File: config.mk
export PLATFORM = sky130hd
export DESIGN_NAME = cnn_axis_ingest
export DESIGN_NICKNAME = d
export VERILOG_FILES = /design/src/rtl/cnn_pkg.sv /design/src/rtl/cnn_sync_fifo.sv /design/src/rtl/cnn_axis_ingest.sv
export SDC_FILE = /design/constraint.sdc
export NUM_CORES = 1
export LEC_CHECK = 0
export CAP_MARGIN = 20
export CORE_MARGIN = 2
export CORE_UTILIZATION = 45
export DETAILED_ROUTE_END_ITERATION = 12
export PLACE_DENSITY_LB_ADDON = 0.08
export SLEW_MARGIN = 20
export SYNTH_ARGS = -nofsm -noshare
export SYNTH_HDL_FRONTEND = slang
export SYNTH_SLANG_ARGS = --single-unit
File: constraint.sdc
create_clock -name S_AXIS_ACLK -period 8.2 [get_ports S_AXIS_ACLK]
set_input_delay 2.46 -clock S_AXIS_ACLK [delete_from_list [all_inputs] [get_ports S_AXIS_ACLK]]
set_output_delay 2.46 -clock S_AXIS_ACLK [all_outputs]
set_load 0.05 [all_outputs]
File: src/rtl/cnn_pkg.sv
// Shared types and constants for the CNN streaming front end.
// The state encodings are also published as plain vectors for stages that store state as logic.
package cnn_pkg;

    localparam int FRAME_LEN_DEFAULT = 784;
    localparam int PIX_W             = 16;

    typedef enum logic [1:0] {
        ST_RUN     = 2'd0,
        ST_PAD     = 2'd1,
        ST_DISCARD = 2'd2
    } ingest_state_t;

    localparam logic [1:0] S_RUN     = ST_RUN;
    localparam logic [1:0] S_PAD     = ST_PAD;
    localparam logic [1:0] S_DISCARD = ST_DISCARD;

    function automatic int clog2(input int n);
        int r;
        r = 0;
        while ((32'sd1 << r) < n) begin
            r = r + 1;
        end
        return r;
    endfunction

endpackage

File: src/rtl/cnn_sync_fifo.sv
// First-word-fall-through synchronous FIFO; the head entry is visible on rdata whenever not empty.
// rdata reads as zero while empty so downstream never sees stale entries.
module cnn_sync_fifo
    import cnn_pkg::*;
#(
    parameter int WIDTH = 17,
    parameter int DEPTH = 16
) (
    input  logic             clk,
    input  logic             rst,
    input  logic             push,
    input  logic             pop,
    input  logic [WIDTH-1:0] wdata,
    output logic [WIDTH-1:0] rdata,
    output logic             full,
    output logic             empty
);

    localparam int AW = clog2(DEPTH);

    logic [WIDTH-1:0] r_mem [DEPTH];
    logic [AW-1:0]    r_wptr;
    logic [AW-1:0]    r_rptr;
    logic [AW:0]      r_count;
    logic             w_push;
    logic             w_pop;

    assign full   = (r_count == (AW+1)'(DEPTH));
    assign empty  = (r_count == {(AW+1){1'b0}});
    assign w_push = push & ~full;
    assign w_pop  = pop & ~empty;
    assign rdata  = empty ? {WIDTH{1'b0}} : r_mem[r_rptr];

    // Storage array write port.
    always_ff @(posedge clk) begin
        if (w_push) begin
            r_mem[r_wptr] <= wdata;
        end
    end

    // Pointers wrap naturally because DEPTH is a power of two.
    always_ff @(posedge clk) begin
        if (rst) begin
            r_wptr  <= {AW{1'b0}};
            r_rptr  <= {AW{1'b0}};
            r_count <= {(AW+1){1'b0}};
        end else begin
            if (w_push) begin
                r_wptr <= r_wptr + AW'(1);
            end
            if (w_pop) begin
                r_rptr <= r_rptr + AW'(1);
            end
            case ({w_push, w_pop})
                2'b10:   r_count <= r_count + (AW+1)'(1);
                2'b01:   r_count <= r_count - (AW+1)'(1);
                default: r_count <= r_count;
            endcase
        end
    end

endmodule

File: src/rtl/cnn_axis_ingest.sv
// AXI4-Stream ingest: buffers pixels and forces every frame to exactly FRAME_LEN beats,
// zero-padding short frames and dropping the tail of long ones.
module cnn_axis_ingest
    import cnn_pkg::*;
#(
    parameter int DATA_W    = PIX_W,
    parameter int DEPTH     = 16,
    parameter int FRAME_LEN = FRAME_LEN_DEFAULT
) (
    input  logic              S_AXIS_ACLK,
    input  logic              S_AXIS_ARESET,
    input  logic [DATA_W-1:0] S_AXIS_TDATA,
    input  logic              S_AXIS_TVALID,
    output logic              S_AXIS_TREADY,
    input  logic              S_AXIS_TLAST,
    output logic [DATA_W-1:0] Din,
    output logic              Din_Valid,
    input  logic              Din_Ready,
    output logic              Din_Last,
    output logic              Frame_Done,
    output logic              Frame_Err
);

    localparam int              CW       = clog2(FRAME_LEN);
    localparam logic [CW-1:0]   LAST_IDX = CW'(FRAME_LEN - 1);

    logic [1:0]        r_state;
    logic [CW-1:0]     r_in_cnt;
    logic              r_err;
    logic              r_done;

    logic [1:0]        w_nxt_state;
    logic [CW-1:0]     w_nxt_cnt;
    logic              w_err;
    logic              w_push;
    logic [DATA_W:0]   w_wdata;
    logic [DATA_W:0]   w_rdata;
    logic              w_full;
    logic              w_empty;
    logic              w_pop;
    logic              w_acc;
    logic              w_at_last;

    // TREADY depends only on registered state so a pop never opens a slot in the same cycle.
    assign S_AXIS_TREADY = ~S_AXIS_ARESET &
                           (((r_state == S_RUN) & ~w_full) | (r_state == S_DISCARD));
    assign w_acc     = S_AXIS_TVALID & S_AXIS_TREADY;
    assign w_at_last = (r_in_cnt == LAST_IDX);
    assign w_pop     = Din_Ready & ~w_empty;

    assign Din        = w_rdata[DATA_W-1:0];
    assign Din_Last   = w_rdata[DATA_W];
    assign Din_Valid  = ~w_empty;
    assign Frame_Done = r_done;
    assign Frame_Err  = r_err;

    // Frame-length enforcement: next state, beat counter, FIFO write and error strobe.
    always_comb begin
        w_nxt_state = r_state;
        w_nxt_cnt   = r_in_cnt;
        w_err       = 1'b0;
        w_push      = 1'b0;
        w_wdata     = {w_at_last, S_AXIS_TDATA};
        case (r_state)
            S_RUN: begin
                if (w_acc) begin
                    w_push = 1'b1;
                    if (S_AXIS_TLAST && !w_at_last) begin
                        w_err       = 1'b1;
                        w_nxt_cnt   = r_in_cnt + CW'(1);
                        w_nxt_state = S_PAD;
                    end else if (w_at_last && !S_AXIS_TLAST) begin
                        w_err       = 1'b1;
                        w_nxt_cnt   = {CW{1'b0}};
                        w_nxt_state = S_DISCARD;
                    end else if (w_at_last) begin
                        w_nxt_cnt = {CW{1'b0}};
                    end else begin
                        w_nxt_cnt = r_in_cnt + CW'(1);
                    end
                end else begin
                    w_push = 1'b0;
                end
            end
            S_PAD: begin
                w_wdata = {w_at_last, {DATA_W{1'b0}}};
                if (!w_full) begin
                    w_push = 1'b1;
                    if (w_at_last) begin
                        w_nxt_cnt   = {CW{1'b0}};
                        w_nxt_state = S_RUN;
                    end else begin
                        w_nxt_cnt = r_in_cnt + CW'(1);
                    end
                end else begin
                    w_push = 1'b0;
                end
            end
            S_DISCARD: begin
                if (w_acc && S_AXIS_TLAST) begin
                    w_nxt_state = S_RUN;
                end else begin
                    w_nxt_state = S_DISCARD;
                end
            end
            default: begin
                w_nxt_state = S_RUN;
                w_nxt_cnt   = {CW{1'b0}};
            end
        endcase
    end

    // State, counter and one-cycle status pulses.
    always_ff @(posedge S_AXIS_ACLK) begin
        if (S_AXIS_ARESET) begin
            r_state  <= S_RUN;
            r_in_cnt <= {CW{1'b0}};
            r_err    <= 1'b0;
            r_done   <= 1'b0;
        end else begin
            r_state  <= w_nxt_state;
            r_in_cnt <= w_nxt_cnt;
            r_err    <= w_err;
            r_done   <= w_pop & w_rdata[DATA_W];
        end
    end

    cnn_sync_fifo #(
        .WIDTH (DATA_W + 1),
        .DEPTH (DEPTH)
    ) u_fifo (
        .clk   (S_AXIS_ACLK),
        .rst   (S_AXIS_ARESET),
        .push  (w_push),
        .pop   (w_pop),
        .wdata (w_wdata),
        .rdata (w_rdata),
        .full  (w_full),
        .empty (w_empty)
    );

endmodule

==> flow_summary.ini <==
[run_status]
status = finished, final reports clean

[yosys]
synthCells = 641
ys_seq_area_share_pct = 72.7
synth_nets = 674
synthFlopType = edfxtp_1
synth_edf_count = 272
yosys.area.top_type = edfxtp_1
ys_warn_count = 0
syn-mean-instance-area_um2 = 18.9
synthTopCellsByArea = edfxtp_1, mux4_2, dfxtp_1
synth_top_area_share_pct = 67.5
async_flop_share_pct = 0
synth_cell_types = 44
synth.cell_area_um2 = 12100
synth-seq-cells = 303

[route]
drt_iter0_markers = 465
routed-wl-met3_mm = 1.58
num_vias = 6042
wl_met1_mm = 11.7
via_per_inst = 5.69
highest_layer = met4
dr_wl_met2_mm = 12.5
drc_errors = 0
wl_mm = 26.2
wl_per_cell_um = 24.6
dr.pass1.iters = 5
ant_nets = 0

[finish]
area_growth_pct = 15.4
drive_gt1_share_pct = 21.9
nets = 728

[power]
leakagePower_uw = 0.00432
p_int_uw = 2920
ir_worst_vdd_mv = 0.271
cellPowerDensity_nw_per_um2 = 299
p_seq_share_pct = 43.9
power_uw = 4170
power_switching_uw = 1250
pwr-share-comb_pct = 24.0
netSwitchingFraction_pct = 30.0
clockPowerShare_pct = 32.1

[timing]
rsz0062_at_grt = false
setup_violations = 0
slew_viol_final = 0
finalWorstPathRequiredPeriod_ns = 6.58
maxSlewHeadroom_pct = 26.5
max_freq_mhz = 152
worstMarginPinSlew_ns = 1.10
tns_ns = 0
period_share_pct = 80.3
fin_skew_ns = 0.0159
hold_viol = 0

[floorplan]
die-height_um = 168
fp.dieW_um = 168
io_pins = 42
rows = 60
coreArea_um2 = 26700
dieArea_um2 = 28200
initial_core_util_pct = 45.4

[global_routing]
grt_pass1_wl_mm = 38.8
grt_pass1_vias = 6215
grt_max_degree = 42
antenna_found_initial = 0
track_usage_pct = 18.7
grt-ovfl-total = 0

[placed_design]
place_congestion = 0.761
io_buffers = 41
hpwl_mm = 14.7

[clocking]
root_buffer = clkbuf_16
cts_buffers = 31
clk_pin_slew_worst_paths_ns = 0.06
tritoncts = done
cts-htree-levels = 1
cts_max_path_buffers = 3
clock_latency_ns = 0.55
numClockSinks = 303
cts_setup_buffers = 0
cts_resized = 0
hold_buffers = 0

[setup_path]
worst-setup-path-type = in -> out
r2r-start = u_fifo.r_count[1]
arrival_ns = 4.12
cp.required_ns = 5.74
r2r_slack_ns = 4.90
cp_max_fo = 25
cp-start-kind = primary input
r2r_end = u_fifo.r_count[4]
reg2reg_depth = 11
critPathCaptureType = output pin

[job]
cap_viol_max_count = 0

[hold_path]
worstHoldStart = u_fifo.r_wptr[0]
min_to = u_fifo.r_wptr[0]
min_path_type = reg -> reg
whs_path_depth = 2
## cells by family (layout without fill, tap and decap cells)
logic type / Yosys count / after routing / synth area share (%)
multiplexers: 106 / 106 / 15.8
AND/OR/NAND/NOR: 113 / 113 / 4.89
AO/OA/AOI/OAI: 40 / 40 / 2.26
flip-flops: 303 / 303 / 72.7
adder cells (fa/ha/maj): 12 / 12 / 1.24
XOR/XNOR: 17 / 17 / 1.23
buffers and inverters: 50 / 129 / 1.87
other: 0 / 1 / 0
## power groups by stage
| stage | clock, uW | sequential [uW] | combinational (uW) |
|---|---|---|---|
| final | 1340 | 1830 | 1000 |
| after floorplan | 0 | 1810 | 754 |
| after global placement | 0 | 1870 | 998 |
| after global routing | 1430 | 1840 | 1060 |
| after detailed placement | 0 | 1870 | 1010 |
| after CTS | 1370 | 1840 | 1010 |
## state kept, by name, summed over array words and instances (netlist names), named ones only
register	cells
u_fifo.r_count	5
Frame_Err	1
r_in_cnt	10
u_fifo.r_wptr	4
r_state	2
u_fifo.r_rptr	4
Frame_Done	1
u_fifo.r_mem	272
## how the worst max path moves through the flow
stage	startpoint	to
final	S_AXIS_ARESET	S_AXIS_TREADY
after global routing	S_AXIS_ARESET	S_AXIS_TREADY
after CTS	S_AXIS_ARESET	S_AXIS_TREADY
after detailed placement	S_AXIS_ARESET	S_AXIS_TREADY
after global placement	S_AXIS_ARESET	S_AXIS_TREADY
after floorplan	S_AXIS_ARESET	S_AXIS_TREADY
## placed cells by master, fill, tap and decap left out, types with 10 or more instances in the layout
master / n
nand2_1: 16
inv_1: 12
clkdlybuf4s50_1: 41
clkbuf_16: 31
mux4_2: 68
ha_1: 12
buf_4: 16
dfxtp_1: 28
and2_1: 20
o22ai_1: 18
mux2i_1: 36
clkbuf_8: 10
edfxtp_1: 272
nor2_1: 25
## stage by stage
step,instances,hold slack (ns),worst slack (ns),instance area (um^2),util [%]
floorplan,641,0.478,2.00,12100,-
global placement,1003,0.497,1.62,13000,48.6
global route,1061,0.546,1.56,14000,52.3
detailed placement,1003,0.505,1.62,13000,48.6
finish,1062,0.514,1.62,14000,52.4
CTS,1061,0.522,1.60,14000,52.3
## cells in the mapped netlist (2+ instances only)
cell type	number
edfxtp_1	272
nor4_1	8
nor2_1	29
buf_2	13
xnor2_1	9
buf_6	3
nor2_2	2
dfxtp_1	31
xor2_1	8
o21ai_0	3
nand2b_1	7
clkbuf_1	15
and2_1	20
inv_2	2
buf_1	5
nor3_1	10
mux2_2	2
ha_1	12
and3_1	2
nand2_1	16
nor3b_1	3
a21o_1	3
a21oi_1	8
inv_1	12
nand4_1	3
mux4_2	68
nand3_1	5
o22ai_1	18
mux2i_1	36
nor2b_1	2
## cell type report
type	instances	area (um^2)
flip-flops and latches	303	8790
inverters	14	52.6
multi-input cells	288	3160
diodes	1	2.50
clock buffers	49	943
clock inverters	9	47.5
fillers	2085	12700
well taps	341	427
repair buffers	57	531
## metal layers
layer,track usage [%],vias to the layer above
met5,0,-
li1,-,2677
met1,26.9,3159
met2,31.0,171
met4,3.82,0
met3,2.73,35
## critical path, stage by stage
cell,delay [ns]
clkdlybuf4s50_1,0.39
buf_4,0.21
nor3_1,0.22
clkdlybuf4s50_1,0.84
Power figures use the tool's default switching activity.
